### src/rtl/seq_pkg.sv
// -----------------------------------------------------------------------------
// seq_pkg
// Shared definitions for the serial sequence family (transmitter and the
// detectors it feeds).
//   seq_state_e : state encoding, identical across the family so that state
//                 values line up when transmitter and detector are probed
//                 side by side.
//   PAT_1011    : default 4-bit pattern used by the family's reference setups.
// -----------------------------------------------------------------------------
package seq_pkg;

    typedef enum logic [1:0] {
        IDLE = 2'b00,
        SEND = 2'b01,
        GAP  = 2'b10,
        FIN  = 2'b11
    } seq_state_e;

    localparam logic [3:0] PAT_1011 = 4'b1011;

endpackage

### src/rtl/seq_shift_ld.sv
// -----------------------------------------------------------------------------
// seq_shift_ld
// Loadable PAT_W-bit shift register, MSB first.
//   clk  : clock, rising edge
//   rst  : asynchronous reset, active-low
//   ld   : load din (has priority over sh)
//   sh   : shift left by one, zero fill
//   din  : parallel load value
//   sout : serial out, current MSB
// -----------------------------------------------------------------------------
module seq_shift_ld #(
    parameter int PAT_W = 4
) (
    input  logic             clk,
    input  logic             rst,
    input  logic             ld,
    input  logic             sh,
    input  logic [PAT_W-1:0] din,
    output logic             sout
);

    logic [PAT_W-1:0] sr_q;
    logic [PAT_W-1:0] sr_d;

    always_comb begin
        sr_d = sr_q;
        if (ld) begin
            sr_d = din;
        end else if (sh) begin
            sr_d = {sr_q[PAT_W-2:0], 1'b0};
        end
    end

    always_ff @(posedge clk or negedge rst) begin
        if (!rst) begin
            sr_q <= '0;
        end else begin
            sr_q <= sr_d;
        end
    end

    assign sout = sr_q[PAT_W-1];

endmodule

### src/rtl/seq_pattern_tx.sv
// -----------------------------------------------------------------------------
// seq_pattern_tx
// Serial pattern transmitter: sends a captured PAT_W-bit pattern MSB first,
// rep times, with gap idle cycles between frames, then pulses done.
//   clk     : clock, rising edge
//   rst     : asynchronous reset, active-low
//   start   : burst request, only honoured in IDLE
//   pattern : frame bits, captured on accepted start
//   rep     : number of frames, captured on accepted start (0 = none)
//   gap     : idle cycles between frames, captured on accepted start
//   seq     : serial data (registered)
//   seq_vld : seq carries a frame bit
//   busy    : burst in progress, through the done cycle
//   done    : one-cycle pulse at burst end
// Build option: define SEQ_PATTERN_TX_PARITY_EN to append an even-parity bit
// to every frame (frame length PAT_W+1).
// -----------------------------------------------------------------------------
module seq_pattern_tx
    import seq_pkg::*;
#(
    parameter int PAT_W = 4,
    parameter int REP_W = 4,
    parameter int GAP_W = 3
) (
    input  logic             clk,
    input  logic             rst,
    input  logic             start,
    input  logic [PAT_W-1:0] pattern,
    input  logic [REP_W-1:0] rep,
    input  logic [GAP_W-1:0] gap,
    output logic             seq,
    output logic             seq_vld,
    output logic             busy,
    output logic             done
);

    localparam int CNT_W = $clog2(PAT_W + 1);
`ifdef SEQ_PATTERN_TX_PARITY_EN
    localparam logic [CNT_W-1:0] LAST_IDX = CNT_W'(PAT_W);
`else
    localparam logic [CNT_W-1:0] LAST_IDX = CNT_W'(PAT_W - 1);
`endif

    seq_state_e       state_q, state_d;
    logic [PAT_W-1:0] pat_q, pat_d;
    logic [REP_W-1:0] frm_q, frm_d;
    logic [GAP_W-1:0] gap_sh_q, gap_sh_d;
    logic [GAP_W-1:0] gap_cnt_q, gap_cnt_d;
    logic [CNT_W-1:0] bit_cnt_q, bit_cnt_d;
    logic             seq_q, seq_d;
    logic             seq_vld_q, seq_vld_d;
    logic             busy_q, busy_d;
    logic             done_q, done_d;

    logic             accept;
    logic             frame_end;
    logic             frm_more;
    logic             gap_exit;
    logic             frame_start;
    logic [PAT_W-1:0] frame_src;
    logic             sr_ld;
    logic             sr_sh;
    logic [PAT_W-1:0] sr_din;
    logic             sr_out;

    assign accept    = (state_q == IDLE) && start;
    assign frame_end = (state_q == SEND) && (bit_cnt_q == LAST_IDX);
    assign frm_more  = (frm_q != REP_W'(1));
    assign gap_exit  = (state_q == GAP) && (gap_cnt_q == GAP_W'(1));

    // Edges at which the first bit of a frame is issued. The first bit goes
    // straight into seq_q, so the shift register is loaded with the remaining
    // bits and its MSB is always the next bit to send.
    assign frame_start = (accept && (rep != '0))
                       || (frame_end && frm_more && (gap_sh_q == '0))
                       || gap_exit;
    assign frame_src   = accept ? pattern : pat_q;
    assign sr_ld       = frame_start;
    assign sr_sh       = (state_q == SEND) && !frame_end;
    assign sr_din      = {frame_src[PAT_W-2:0], 1'b0};

    seq_shift_ld #(
        .PAT_W (PAT_W)
    ) u_shift (
        .clk  (clk),
        .rst  (rst),
        .ld   (sr_ld),
        .sh   (sr_sh),
        .din  (sr_din),
        .sout (sr_out)
    );

    // State register
    always_ff @(posedge clk or negedge rst) begin
        if (!rst) begin
            state_q <= IDLE;
        end else begin
            state_q <= state_d;
        end
    end

    // Next-state logic
    always_comb begin
        state_d = state_q;
        case (state_q)
            IDLE: begin
                if (accept) begin
                    state_d = (rep == '0) ? FIN : SEND;
                end
            end
            SEND: begin
                if (frame_end) begin
                    if (!frm_more) begin
                        state_d = FIN;
                    end else if (gap_sh_q != '0) begin
                        state_d = GAP;
                    end else begin
                        state_d = SEND;
                    end
                end
            end
            GAP: begin
                if (gap_exit) begin
                    state_d = SEND;
                end
            end
            FIN: begin
                state_d = IDLE;
            end
            default: state_d = IDLE;
        endcase
    end

    // Shadow registers and counters
    always_comb begin
        pat_d     = pat_q;
        frm_d     = frm_q;
        gap_sh_d  = gap_sh_q;
        gap_cnt_d = gap_cnt_q;
        bit_cnt_d = bit_cnt_q;

        if (accept) begin
            pat_d    = pattern;
            frm_d    = rep;
            gap_sh_d = gap;
        end

        if (frame_start) begin
            bit_cnt_d = '0;
        end else if ((state_q == SEND) && !frame_end) begin
            bit_cnt_d = bit_cnt_q + CNT_W'(1);
        end

        if (frame_end) begin
            frm_d = frm_q - REP_W'(1);
        end

        if (frame_end && frm_more) begin
            gap_cnt_d = gap_sh_q;
        end else if (state_q == GAP) begin
            gap_cnt_d = gap_cnt_q - GAP_W'(1);
        end
    end

    // Output logic: next value of each registered output
    always_comb begin
        seq_d     = 1'b0;
        seq_vld_d = 1'b0;
        busy_d    = 1'b0;
        done_d    = 1'b0;
        if (frame_start) begin
            seq_d     = frame_src[PAT_W-1];
            seq_vld_d = 1'b1;
            busy_d    = 1'b1;
        end else begin
            case (state_q)
                IDLE: begin
                    // rep==0: skip straight to the done cycle
                    if (accept) begin
                        busy_d = 1'b1;
                        done_d = 1'b1;
                    end
                end
                SEND: begin
                    if (!frame_end) begin
                        seq_vld_d = 1'b1;
                        busy_d    = 1'b1;
`ifdef SEQ_PATTERN_TX_PARITY_EN
                        seq_d = (bit_cnt_q == CNT_W'(PAT_W - 1)) ? ^pat_q : sr_out;
`else
                        seq_d = sr_out;
`endif
                    end else if (!frm_more) begin
                        busy_d = 1'b1;
                        done_d = 1'b1;
                    end else begin
                        busy_d = 1'b1;
                    end
                end
                GAP: begin
                    busy_d = 1'b1;
                end
                default: begin
                end
            endcase
        end
    end

    always_ff @(posedge clk or negedge rst) begin
        if (!rst) begin
            pat_q     <= '0;
            frm_q     <= '0;
            gap_sh_q  <= '0;
            gap_cnt_q <= '0;
            bit_cnt_q <= '0;
            seq_q     <= 1'b0;
            seq_vld_q <= 1'b0;
            busy_q    <= 1'b0;
            done_q    <= 1'b0;
        end else begin
            pat_q     <= pat_d;
            frm_q     <= frm_d;
            gap_sh_q  <= gap_sh_d;
            gap_cnt_q <= gap_cnt_d;
            bit_cnt_q <= bit_cnt_d;
            seq_q     <= seq_d;
            seq_vld_q <= seq_vld_d;
            busy_q    <= busy_d;
            done_q    <= done_d;
        end
    end

    assign seq     = seq_q;
    assign seq_vld = seq_vld_q;
    assign busy    = busy_q;
    assign done    = done_q;

endmodule
### config.mk
export PLATFORM = sky130hd
export DESIGN_NAME = seq_pattern_tx
export DESIGN_NICKNAME = d
export VERILOG_FILES = /design/src/rtl/seq_pkg.sv /design/src/rtl/seq_shift_ld.sv /design/src/rtl/seq_pattern_tx.sv
export SDC_FILE = /design/constraint.sdc
export NUM_CORES = 1
export LEC_CHECK = 0
export CAP_MARGIN = 5
export CORE_ASPECT_RATIO = 1.2
export CORE_MARGIN = 1.5
export CORE_UTILIZATION = 56
export CTS_BUF_LIST = sky130_fd_sc_hd__clkbuf_8
export DETAILED_ROUTE_END_ITERATION = 7
export PLACE_DENSITY = 0.79
export SETUP_SLACK_MARGIN = 0.2
export SYNTH_ARGS = -nofsm -noshare
export SYNTH_HDL_FRONTEND = slang
export SYNTH_SLANG_ARGS = --single-unit
### constraint.sdc
create_clock -name clk -period 2 [get_ports clk]
set_input_delay 0.4 -clock clk [delete_from_list [all_inputs] [get_ports clk]]
set_output_delay 0.4 -clock clk [all_outputs]
set_load 0.1 [all_outputs]
==> results of run 1 <==
-- how the worst max path moves through the flow --
stage,start,end,slack (ns)
floorplan,frm_q[1],seq,0.21
global placement,rep[0],seq,-0.15
detailed placement,rep[0],seq,-0.27
CTS,rep[2],seq,0.20
global route,frm_q[0],u_shift.sr_q[3],0.12
finish,frm_q[0],seq,0.15
-- per-layer routing --
| metal | vias up | wire (µm) | track usage (%) |
|---|---|---|---|
| met2 | 34 | 1790 | 40.0 |
| li1 | 504 | - | - |
| met3 | 12 | 132 | 3.80 |
| met5 | - | 0 | 0 |
| met4 | 0 | 93 | 10.0 |
| met1 | 531 | 1270 | 33.7 |
-- cell families after synthesis --
logic type,Yosys count,synth area share (%)
and+or+nand+nor,36,13.4
DFF,26,47.2
AOI/OAI and AO/OA,21,11.0
muxes,15,11.9
buffers and inverters,12,3.36
adders and majority gates,11,9.99
xor gates and xnor gates,5,3.18
-- worst register-to-register path, delay by kind of cell, from the launching register on --
| kind | cells | cell delay, ns |
|---|---|---|
| simple gates | 2 | 0.33 |
| fa+ha+maj | 1 | 0.19 |
| buf+inv | 1 | 0.17 |
| flops | 1 | 0.45 |
| mux | 1 | 0.30 |
| compound gates | 1 | 0.30 |
-- registers in the layout, indices dropped and copies added, names as in the netlist --
signal,count
done,1
seq,1
state_q,2
frm_q,4
seq_vld,1
gap_cnt_q,3
pat_q,4
busy,1
u_shift.sr_q,3
bit_cnt_q,3
gap_sh_q,3
-- layout make-up --
cell class / instances / area, µm²
clock buffer: 3 / 41.3
clock inverter: 1 / 30.0
fill: 144 / 450
inverter: 9 / 33.8
multi-input combinational: 88 / 756
sequential: 26 / 652
tap: 31 / 38.8
timing repair buffer: 35 / 304
-- report_power, final --
part           internal [µW]  total, µW  switching [µW]
clock                    268        436             168
combinational           26.0       45.3            19.3
sequential               525        525               0
total                    819       1010             188
-- metrics by stage --
step                      utilization (%)  setup WS [ns]  std cells  total power [µW]
after global placement               71.8         -0.147        178               576
after detailed placement             71.8         -0.268        178               577
final                                80.5          0.147        193              1010
after CTS                            77.4          0.202        188              1000
after floorplan                         -          0.215        126               537
after global routing                 80.5          0.122        193              1040
-- synth_stat cells --
cell type	count
o211ai_1	2
ha_1	11
a211oi_1	1
nand2b_1	1
nor3b_4	1
a21oi_1	6
nor2_2	1
clkbuf_1	2
nand2_2	1
a221o_1	1
buf_2	1
and2_1	2
inv_1	9
o21ai_0	7
dfrtp_1	26
mux2i_1	4
and4b_1	1
o221a_2	1
xnor2_1	2
nand3_1	2
mux2_2	11
nand4_1	1
a221oi_4	1
nor2b_1	2
nor2_1	11
o41ai_1	1
nor3_1	2
nand2_1	10
o21a_1	1
nor4_1	1
xor2_1	3
-- timing repair --
action	CTS	global route
setup buffers	6	5
endpoints found under the setup margin	7	9
gates cloned	0	0
pin swaps	1	7
resized for setup	3	11
==> impl_metrics.json, run 1 <==
{
  "layout_commonest_cell": "dfrtp_1",
  "dpl_cell_area_um2": 1660,
  "syn2layout_area_growth_pct": 34.7,
  "hold_viol": 0,
  "drc": 0,
  "p_per_area_nw_per_um2": 542,
  "clock_latency_ns": 0.27,
  "setup_viol": 0,
  "avgRoutedWirePerCell_um": 17.0,
  "synth_top_area_share_pct": 47.2,
  "antenna_cells": 0,
  "start_kind": "flip-flop",
  "critPathTopFamily": "flip-flops",
  "avgSynthCellArea_um2": 10.9,
  "syn-num-nets": 151,
  "final_area_um2": 1860,
  "fin_nets": 188,
  "firstDrtPassIters": 4,
  "antenna_left": 0,
  "cts_tree": "yes",
  "crit_buf_inv": 1,
  "r2r_slack_ns": 0.15,
  "synth_area_leaders": "dfrtp_1 47%, ha_1 10%, mux2_2 9.0%",
  "overflow": 0,
  "fp.dieH_um": 57.3,
  "finClkSkew_ns": 0.00144,
  "die_area_um2": 2770,
  "status": "complete, no violations",
  "drtIter0Drc": 24,
  "cts_sinks": 26,
  "slew_headroom_pct": 54.4,
  "cts_buffers": 3,
  "synth-seq-cells": 26,
  "syn_area_um2": 1380,
  "maxCapViolCount": 0,
  "whs_ns": 0.483,
  "viasPerCell": 5.60,
  "cp.depth": 6,
  "place_congestion": 0.744,
  "start_util_pct": 59.7,
  "synthCells": 126,
  "crit_path_end_kind": "flip-flop",
  "die_w_um": 48.3,
  "antenna_found_initial": 0,
  "routed_wl_mm": 3.28,
  "critPathKind": "flip-flop to flip-flop",
  "grt_pass1_wl_mm": 4.95,
  "rsz0062_at_grt": "true",
  "slew_viol_final": 0,
  "critPathMaxStageDelay_ns": 0.45,
  "reg2reg_from": "frm_q[0]",
  "first_global_vias": 1086,
  "grt_start_max_net_pins": 27,
  "finalCritPeriodShare_pct": 92.6,
  "cts_hold_buf": 0,
  "vdd_drop_max_uv": 680,
  "vias": 1081,
  "arrival_ns": 2.02,
  "drive_gt1_share_pct": 33.3,
  "yosysSeqAreaShare_pct": 47.2,
  "worstPathRequired_ns": 2.16,
  "grt_use_total_pct": 25.3,
  "tns_ns": 0,
  "synth_warnings": 0,
  "yosys.area.top_type": "dfrtp_1",
  "worst_slew_pin_slew_ns": 0.679,
  "path_cells": "ha_1 > nor3b_4 > nor2_4 > a221oi_4 > buf_6 > mux2_4",
  "reg2regPathDepth": 6,
  "max_freq_ghz": 0.540,
  "fp-row-count": 19,
  "core-area_um2": 2310,
  "crit_fanout": 5,
  "hp-class": "input pin to asynchronous set/reset pin",
  "io_buffer_count": 17,
  "finalCriticalPeriod_ns": 1.85,
  "p_leak_uw": 0.000924,
  "cts.clk_slew.worst_paths_ns": 0.09,
  "cp_slowest_cell": "dfrtp_1",
  "r2r-end": "seq",
  "ys_types": 31,
  "hpwl_mm": 2.08,
  "io_pins": 18,
  "cts_max_level": 1,
  "final_cell_mix": "25 x dfrtp_1, 21 x buf_4, 11 x clkdlybuf4s50_1, 10 x nand2_1, 10 x nor2_1",
  "cts-root-buf": "clkbuf_8",
  "clockBufferDepth": 2
}
(Power assumes the default switching activity.)
==> run 2: changes to the inputs <==
--- a/config.mk
+++ b/config.mk
@@ -8,10 +8,11 @@
 export CAP_MARGIN = 5
 export CORE_ASPECT_RATIO = 1.2
 export CORE_MARGIN = 1.5
-export CORE_UTILIZATION = 56
+export CORE_UTILIZATION = 30
 export CTS_BUF_LIST = sky130_fd_sc_hd__clkbuf_8
 export DETAILED_ROUTE_END_ITERATION = 7
-export PLACE_DENSITY = 0.79
+export GPL_ROUTABILITY_DRIVEN = 0
+export PLACE_DENSITY = 0.47
 export SETUP_SLACK_MARGIN = 0.2
 export SYNTH_ARGS = -nofsm -noshare
 export SYNTH_HDL_FRONTEND = slang
==> run 2 against run 1 <==
Against the previous run: sequential power about the same; non-clock buffer count is the same; fmax is 5.9% higher; power grew 0.68%; largest cell class unchanged; setup slack gained 0.10 ns; sequential share of layout area is 0.92 points lower; via count is 4.6% lower; critical path depth rose by 1; die area grew 81%; first-iteration DRC count down 33%; global-route usage fell by 13 points.
==> impl_metrics.json, run 2 (synthesis gave the netlist of run 1 again) <==
{
  "rsz0062_at_grt": "true",
  "cts_max_level": 1,
  "avgRoutedWirePerCell_um": 13.1,
  "slew_headroom_pct": 62.8,
  "p_leak_uw": 0.000933,
  "critPathKind": "flip-flop to flip-flop",
  "drtIter0Drc": 16,
  "antenna_cells": 0,
  "maxCapViolCount": 0,
  "routed_wl_mm": 2.86,
  "antenna_found_initial": 0,
  "cp_slowest_cell": "dfrtp_1",
  "finalCritPeriodShare_pct": 87.5,
  "finClkSkew_ns": 0.00579,
  "max_freq_ghz": 0.572,
  "start_kind": "flip-flop",
  "drive_gt1_share_pct": 34.0,
  "cts_buffers": 3,
  "grt_start_max_net_pins": 27,
  "cts-root-buf": "clkbuf_8",
  "fin_nets": 188,
  "start_util_pct": 31.8,
  "fp-row-count": 26,
  "syn2layout_area_growth_pct": 38.3,
  "worst_slew_pin_slew_ns": 0.553,
  "antenna_left": 0,
  "path_cells": "ha_2 > ha_4 > nand2_4 > nor2_4 > a221oi_4 > buf_12 > mux2_4",
  "crit_path_end_kind": "flip-flop",
  "finalCriticalPeriod_ns": 1.75,
  "hold_viol": 0,
  "dpl_cell_area_um2": 1730,
  "clock_latency_ns": 0.27,
  "arrival_ns": 1.92,
  "drc": 0,
  "firstDrtPassIters": 4,
  "final_cell_mix": "25 x dfrtp_1, 21 x buf_4, 11 x clkdlybuf4s50_1, 10 x nor2_1, 9 x nand2_1",
  "cts.clk_slew.worst_paths_ns": 0.10,
  "first_global_vias": 1060,
  "viasPerCell": 4.73,
  "core-area_um2": 4330,
  "hp-class": "input pin to asynchronous set/reset pin",
  "final_area_um2": 1910,
  "fp.dieH_um": 77.2,
  "die_area_um2": 5010,
  "vdd_drop_max_uv": 240,
  "worstPathRequired_ns": 2.17,
  "cts_sinks": 26,
  "crit_fanout": 6,
  "layout_commonest_cell": "dfrtp_1",
  "vias": 1031,
  "io_buffer_count": 17,
  "overflow": 0,
  "slew_viol_final": 0,
  "die_w_um": 64.9,
  "grt_pass1_wl_mm": 4.91,
  "cts_tree": "yes",
  "clockBufferDepth": 2,
  "status": "complete, no violations",
  "reg_top3": "frm_q (4), pat_q (4)",
  "critPathMaxStageDelay_ns": 0.40,
  "tns_ns": 0,
  "grt_use_total_pct": 12.5,
  "hpwl_mm": 2.11,
  "p_per_area_nw_per_um2": 532,
  "io_pins": 18,
  "setup_viol": 0
}
## run 2: cell types whose count changed in the layout (fill, tap and decap cells not counted)
cell / change
a211oi_1: +1
ha_2: +1
nor2b_2: -1
nand2_1: -1
buf_6: -1
nor2b_1: +1
nand2_2: +1
a211oi_2: -1
ha_1: -2
ha_4: +1
buf_12: +1
## run 2: final cells by class
class	instances	area, µm²
clock buffers	3	41.3
clock inverters	1	30.0
fillers	408	2420
inverters	9	33.8
multi-input cells	88	766
flip-flops and latches	26	652
well taps	56	70.1
repair buffers	35	313
## run 2: layer usage
layer / track usage, % / wire, µm
met4: 4.47 / 39
met3: 1.76 / 86
met2: 19.5 / 1400
met5: 0 / 0
met1: 17.5 / 1330
## run 2: what timing repair did
| item | CTS | global route |
|---|---|---|
| hold buffers | 0 | 0 |
| pin swaps | 0 | 3 |
| setup buffers | 3 | 4 |
| setup endpoints to repair | 5 | 8 |
| gates resized for setup | 3 | 12 |
## run 2: worst max-delay path: cells and delay by family, from the launching register on
family / cells / cell delay (ns)
flip-flops: 1 / 0.40
adder cells (fa/ha/maj): 2 / 0.38
AO/OA/AOI/OAI: 1 / 0.30
multiplexers: 1 / 0.29
buffers and inverters: 1 / 0.16
AND/OR/NAND/NOR: 2 / 0.11
## run 2: power by group
part           total [µW]  switching [µW]  internal (µW)  leakage, µW
sequential            525               0            525     0.000338
clock                 441             173            268    0.0000357
combinational        47.3            19.6           27.7     0.000559
total                1010             193            821     0.000933
## run 2: path summary, 6_finish.rpt
check / startpoint / endpoint / slack, ns / depth (start not counted)
max in group asynchronous: rst / frm_q[0] / 1.23 / 2
setup reg to reg: bit_cnt_q[1] / seq / 0.25 / 7
min in group clk: pat_q[0] / pat_q[0] / 0.51 / 1
hold / removal: rst / bit_cnt_q[2] / 0.50 / 2
setup / recovery: bit_cnt_q[1] / seq / 0.25 / 7
hold reg to reg: pat_q[0] / pat_q[0] / 0.51 / 1
## run 2: metrics by stage
stage	setup WS, ns	instances	power [µW]	util (%)	hold WS (ns)
after global placement	-0.148	207	581	40.0	0.483
after CTS	0.208	214	1030	42.4	0.510
after global routing	0.172	218	1060	44.0	0.527
after floorplan	0.215	126	537	-	0.104
after detailed placement	-0.159	207	581	40.0	0.491
final	0.250	218	1010	44.0	0.500
==> run 3: changes to the inputs <==
==> constraint.sdc (replaced) <==
create_clock -name clk -period 1.8 [get_ports clk]
set_input_delay 0.36 -clock clk [delete_from_list [all_inputs] [get_ports clk]]
set_output_delay 0.36 -clock clk [all_outputs]
set_load 0.1 [all_outputs]
==> run 3 against run 2 <==
Against the previous run: clock skew shrank 0.0023 ns; setup slack lost 0.22 ns; highest routed layer unchanged; sequential power grew 11%; via count grew 0.29%; sequential share of layout area shrank 2.8 points; largest power group unchanged; final cell count grew 4.6%; first-iteration DRC count grew 81%.
==> impl_metrics.json, run 3 (synthesis gave the netlist of run 1 again) <==
{
  "status": "complete, no violations",
  "n_fill_cell": 394,
  "ff_latch_area_um2": 651,
  "setup_ws_ns": 0.0292,
  "cts_max_level": 1,
  "routed_wl_mm": 3.05,
  "die_area_um2": 5010,
  "crit_fanout": 6,
  "p_switching_uw": 200,
  "cts_sinks": 26,
  "cts.clk_slew.worst_paths_ns": 0.09,
  "io_pins": 18,
  "layout_commonest_cell": "dfrtp_1",
  "maxCapViolCount": 0,
  "first_global_vias": 1011,
  "viasPerCell": 4.54,
  "avgRoutedWirePerCell_um": 13.4,
  "firstDrtPassIters": 4,
  "critPathKind": "flip-flop to flip-flop",
  "hold_viol": 0,
  "tns_ns": 0,
  "worstPathRequired_ns": 1.96,
  "multiInputGateArea_um2": 813,
  "start_util_pct": 31.8,
  "p_per_area_nw_per_um2": 487,
  "hpwl_mm": 2.25,
  "cts_buffers": 3,
  "finalCritPeriodShare_pct": 98.4,
  "vdd_drop_max_uv": 297,
  "setup_viol": 0,
  "start_kind": "flip-flop",
  "p_comb_share_pct": 5.0,
  "drc": 0,
  "grt_pass1_wl_mm": 4.81,
  "vias": 1034,
  "rsz0062_at_grt": "true",
  "core-area_um2": 4330,
  "reg_top3": "frm_q (4), pat_q (4)",
  "fin_nets": 198,
  "final_cell_mix": "26 x dfrtp_1, 23 x buf_4, 12 x clkdlybuf4s50_1, 10 x nand2_1, 10 x nor2_1",
  "drive_gt1_share_pct": 38.4,
  "p_clk_share_pct": 37.2,
  "fp.dieH_um": 77.2,
  "syn2layout_area_growth_pct": 50.2,
  "io_buffer_count": 17,
  "max_freq_ghz": 0.565,
  "overflow": 0,
  "finalCriticalPeriod_ns": 1.77,
  "drtIter0Drc": 29,
  "slew_viol_final": 0,
  "postLayoutCoreUtil_pct": 47.8,
  "fp-row-count": 26,
  "finClkSkew_ns": 0.00353,
  "totalPowerFinal_uw": 1010,
  "p_leak_uw": 0.000985,
  "slew_headroom_pct": 78.2,
  "grt_start_max_net_pins": 27,
  "antenna_found_initial": 0,
  "netSwitchingFraction_pct": 19.9,
  "grt_use_total_pct": 12.4,
  "clockBufferDepth": 2,
  "antenna_cells": 0,
  "p_seq_share_pct": 57.9,
  "die_w_um": 64.9,
  "p_int_uw": 808,
  "clock_latency_ns": 0.27,
  "crit_path_end_kind": "flip-flop",
  "hp-class": "input pin to asynchronous set/reset pin",
  "pre_cts_ws_ns": -0.331,
  "worst_slew_pin_slew_ns": 0.327,
  "cts_tree": "yes",
  "arrival_ns": 1.93,
  "antenna_left": 0,
  "cts-root-buf": "clkbuf_8"
}
run 3: cell types whose count changed in the layout (fill, tap and decap cells not counted), moves of 2 or more:
cell and delta:
a21oi_2 +2, ha_2 -3, ha_1 +2, dlymetal6s2s_1 -2, a21oi_1 -2, buf_6 +4, buf_12 +4, buf_4 +2
run 3: worst max-delay path, cell delays in order, from the launching register on:
cell      delay [ns]
dfrtp_1         0.40
inv_2           0.09
ha_4            0.12
nor3b_4         0.24
nor2_4          0.06
a221oi_4        0.30
buf_12          0.16
mux2_4          0.29
run 3: per-stage QoR:
stage,hold WS (ns),instances,cell area (µm²)
6_report,0.458,228,2070
5_1_grt,0.506,228,2070
4_1_cts,0.476,223,1970
3_5_place_dp,0.497,216,1850
3_3_place_gp,0.484,216,1850
2_1_floorplan,0.0644,126,1420
run 3: final timing paths:
| path | startpoint | end | slack, ns | cells past startpoint |
|---|---|---|---|---|
| max | frm_q[1] | u_shift.sr_q[3] | 0.03 | 7 |
| min | rst | gap_sh_q[0] | 0.46 | 2 |
| max reg2reg | frm_q[1] | u_shift.sr_q[3] | 0.03 | 7 |
| min reg2reg | pat_q[0] | pat_q[0] | 0.51 | 1 |
| max in group asynchronous | rst | pat_q[2] | 1.10 | 2 |
| min in group clk | pat_q[0] | pat_q[0] | 0.51 | 1 |
run 3: power by group through the flow:
| stage | Combinational [µW] | Clock (µW) | Sequential, µW |
|---|---|---|---|
| after detailed placement | 48.6 | 0 | 595 |
| after global routing | 55.9 | 413 | 584 |
| after CTS | 49.1 | 384 | 584 |
| final | 49.9 | 375 | 583 |
| after floorplan | 0.896 | 0 | 595 |
| after global placement | 47.6 | 0 | 595 |
run 3: area by class of cell:
class	count	share of cell area (%)
Sequential cell	26	31.4
Multi-Input combinational cell	88	39.3
Inverter	9	1.63
Tap cell	56	3.39
Clock buffer	4	2.66
Timing Repair Buffer	45	21.6
run 3: metal layers:
metal / GRT usage, % / up-vias / routed length [µm] / part of all wire [%]
li1: - / 524 / - / -
met1: 17.3 / 498 / 1410 / 46
met2: 19.5 / 10 / 1540 / 51
met3: 1.76 / 2 / 65 / 2.1
met4: 4.47 / 0 / 25 / 0.82
met5: 0 / - / 0 / 0
run 3: timing repair:
item                                    in CTS  in global routing
pin swaps                                    9                  4
buffers inserted                             3                  5
hold buffers                                 0                  0
endpoints found under the setup margin      12                 12
resized for setup                           13                 11
==> variant (config.mk and constraints of run 3) <==
Make the reset (`rst`) synchronous in 3 clocked blocks. Comments in the files are not updated.
--- a/src/rtl/seq_shift_ld.sv
+++ b/src/rtl/seq_shift_ld.sv
@@ -31,7 +31,7 @@
         end
     end
 
-    always_ff @(posedge clk or negedge rst) begin
+    always_ff @(posedge clk) begin
         if (!rst) begin
             sr_q <= '0;
         end else begin
--- a/src/rtl/seq_pattern_tx.sv
+++ b/src/rtl/seq_pattern_tx.sv
@@ -91,7 +91,7 @@
     );
 
     // State register
-    always_ff @(posedge clk or negedge rst) begin
+    always_ff @(posedge clk) begin
         if (!rst) begin
             state_q <= IDLE;
         end else begin
@@ -206,7 +206,7 @@
         end
     end
 
-    always_ff @(posedge clk or negedge rst) begin
+    always_ff @(posedge clk) begin
         if (!rst) begin
             pat_q     <= '0;
             frm_q     <= '0;
Check against the original RTL: differs if rst is asserted again (counterexample within 4 cycles, from zero or initial values and one cycle with rst low); with rst held inactive, the same outputs for 10 cycles.
==> variant against run 3 <==
Routed wire length rose by 8.8%. Setup slack improved by 0.086 ns. Sequential share of layout area fell by 4.6 points. Global-route usage up 2.5 points. Critical endpoint is now u_shift.sr_q[1]$_SDFFE_PN0P_. Hold slack gained 0.0069 ns. Final area decreased by 4.8%. Sequential cell count is the same. Largest cell class unchanged. Area after synthesis down 5.4%.
Power is not compared: it rests on default switching activity, and its combinational part moved more than twofold at a synthesized area within 25%.
==> variant: results (changes against run 3) <==
hold path endpoint: pat_q[1]$_SDFF_PN0_
outcome: complete, no violations
H-tree level count: 1 (unchanged)
Synthesis Warnings: 0 (unchanged)
Post-Syn Nets: 176 (+17%)
layout cells sized above 1: 0.338 (-0.0453)
most area-consuming cells after synthesis: sky130_fd_sc_hd__dfxtp_1 (40%), sky130_fd_sc_hd__ha_1 (11%), sky130_fd_sc_hd__nand2_1 (8.1%), sky130_fd_sc_hd__a21oi_1 (7.7%), sky130_fd_sc_hd__inv_1 (2.6%)
Slowest Stage Delay on Critical Path: 0.37 ns (-0.03 ns)
total internal power: 1.73 mW
vias after detailed routing: 1195 (+16%)
register clock-pin slew on the reported worst setup and hold paths: 0.09 ns (about the same)
top cells by instance count after synthesis: sky130_fd_sc_hd__nand2_1 (28), sky130_fd_sc_hd__dfxtp_1 (26), sky130_fd_sc_hd__a21oi_1 (20)
proportion of synthesized area in mux cells: 0.0413 (-0.0777)
number of antenna diodes: 0 (unchanged)
biggest registers after layout: frm_q: 4 flops, pat_q: 4 flops
setup skew after layout: 0.00686 ns (+0.00333 ns)
Async SR Flop Fraction: 0 (-1.00)
worst reg-to-reg setup slack: 0.12 ns (+0.09 ns)
dominant register cell in the synthesized netlist: sky130_fd_sc_hd__dfxtp_1
wire length of the first global-routing pass: 5380 µm (+12%)
number of design-rule violations left by the first detailed-router iteration: 30 (+3.4%)
share of total power in the clock network: 0.172
largest net degree at the start of global routing: 16 (-41%)
Synth Area in Compound Gates: 0.203 (+0.0936)
leakage power summed over all cells: 0.820 nW
Tcrit/Tclk final: 0.936 (-0.0480)
highest ir drop seen on vdd: 0.000507 V
Buffers on Ports: 17 (unchanged)
combined global-route utilization of all metal layers: 0.149 (+0.0251)
number of nets in the finished design: 224 (+13%)
number of global-route vias before repair: 1186 (+17%)
adder-cell area share of the yosys netlist: 0.106 (+0.00566)
Data arrival, critical path: 1.86 ns (-0.07 ns)
average instance area after synthesis: 8.63 µm² (-21%)
buffer depth of the longest clock path: 2 (unchanged)
post-detailed-route via-to-cell ratio: 4.70 (+3.7%)
post-placement cell count: 239 (+11%)
xor/xnor cell area share of the yosys netlist: 0.0202 (-0.0116)
critical path capture point: u_shift.sr_q[1]$_SDFFE_PN0P_
class of the tightest hold or removal check: reg2reg
number of unique standard cell types used by synthesis: 38 (+23%)
final wirelength: 3320 µm (+8.8%)
clock insertion delay at the later pin of the skew report: 0.27 ns (about the same)
fraction of the yosys area taken by sequential cells: 0.399 (-0.0731)
maximum fanout along the worst path: 5 (-1)
worst max-slew margin expressed relative to the limit: 0.826 (+0.0442)
pre-CTS worst setup slack: -0.310 ns (+0.0209 ns)
startpoint of the worst setup timing path: frm_q[1]$_SDFFE_PN0P_
CP max stage cell: sky130_fd_sc_hd__or3b_4
number of instances on the worst hold path: 2
half-perimeter wire length after detailed placement: 2440 µm (+8.7%)
Worst Reg2Reg Path Length in Cells: 6 (-1)
-- variant: changes by cell type in the layout (fill, tap and decap cells not counted), sizes merged, moves of 3 or more --
cell,before,now
mux2,11,3
nand2,11,28
a21oi,6,21
and3,0,3
and2,2,5
dfxtp,0,26
xor2,3,0
dfrtp,26,0
nor2,12,7
-- variant: per-stage QoR --
step	instance area (µm²)	hold WS [ns]	power, mW
detailed placement	1720	0.455	2.19
finish	1970	0.465	2.82
global route	1970	0.501	3.02
global placement	1720	0.446	2.16
CTS	1910	0.469	2.79
floorplan	1320	0.435	1.68
-- variant: area by class of cell --
type / count / area [µm²]
clock buffers: 3 / 41.3
clock inverters: 1 / 30.0
fillers: 433 / 2260
inverters: 10 / 37.5
multi-input cells: 112 / 827
flip-flops and latches: 26 / 528
well taps: 56 / 70.1
repair buffers: 46 / 435
-- variant: repair_timing --
action                                  4_1_cts  5_1_grt
pin swaps                                     6        7
gates resized for setup                      15       12
endpoints found under the setup margin       12       17
setup buffers                                 9        2
-- variant: worst max-delay path, delay by kind of cell, from the launching register on --
family                   cells  cell delay [ns]
AND/OR/NAND/NOR              2             0.54
flip-flops                   1             0.33
multiplexers                 1             0.32
AO/OA/AOI/OAI                1             0.22
adder cells (fa/ha/maj)      1             0.11
buffers and inverters        1             0.07
-- variant: cells by family after synthesis --
family / after synthesis
AND/OR/NAND/NOR: 52
adder cells (fa/ha/maj): 11
multiplexers: 5
XOR/XNOR: 3
flip-flops: 26
buffers and inverters: 13
AO/OA/AOI/OAI: 41
-- variant: per-layer routing --
metal / up-vias / share of wire / track usage
li1: 612 / - / -
met1: 558 / 0.41 / 0.166
met2: 20 / 0.54 / 0.288
met3: 5 / 0.031 / 0.0239
met4: 0 / 0.015 / 0.0580
met5: - / 0 / 0
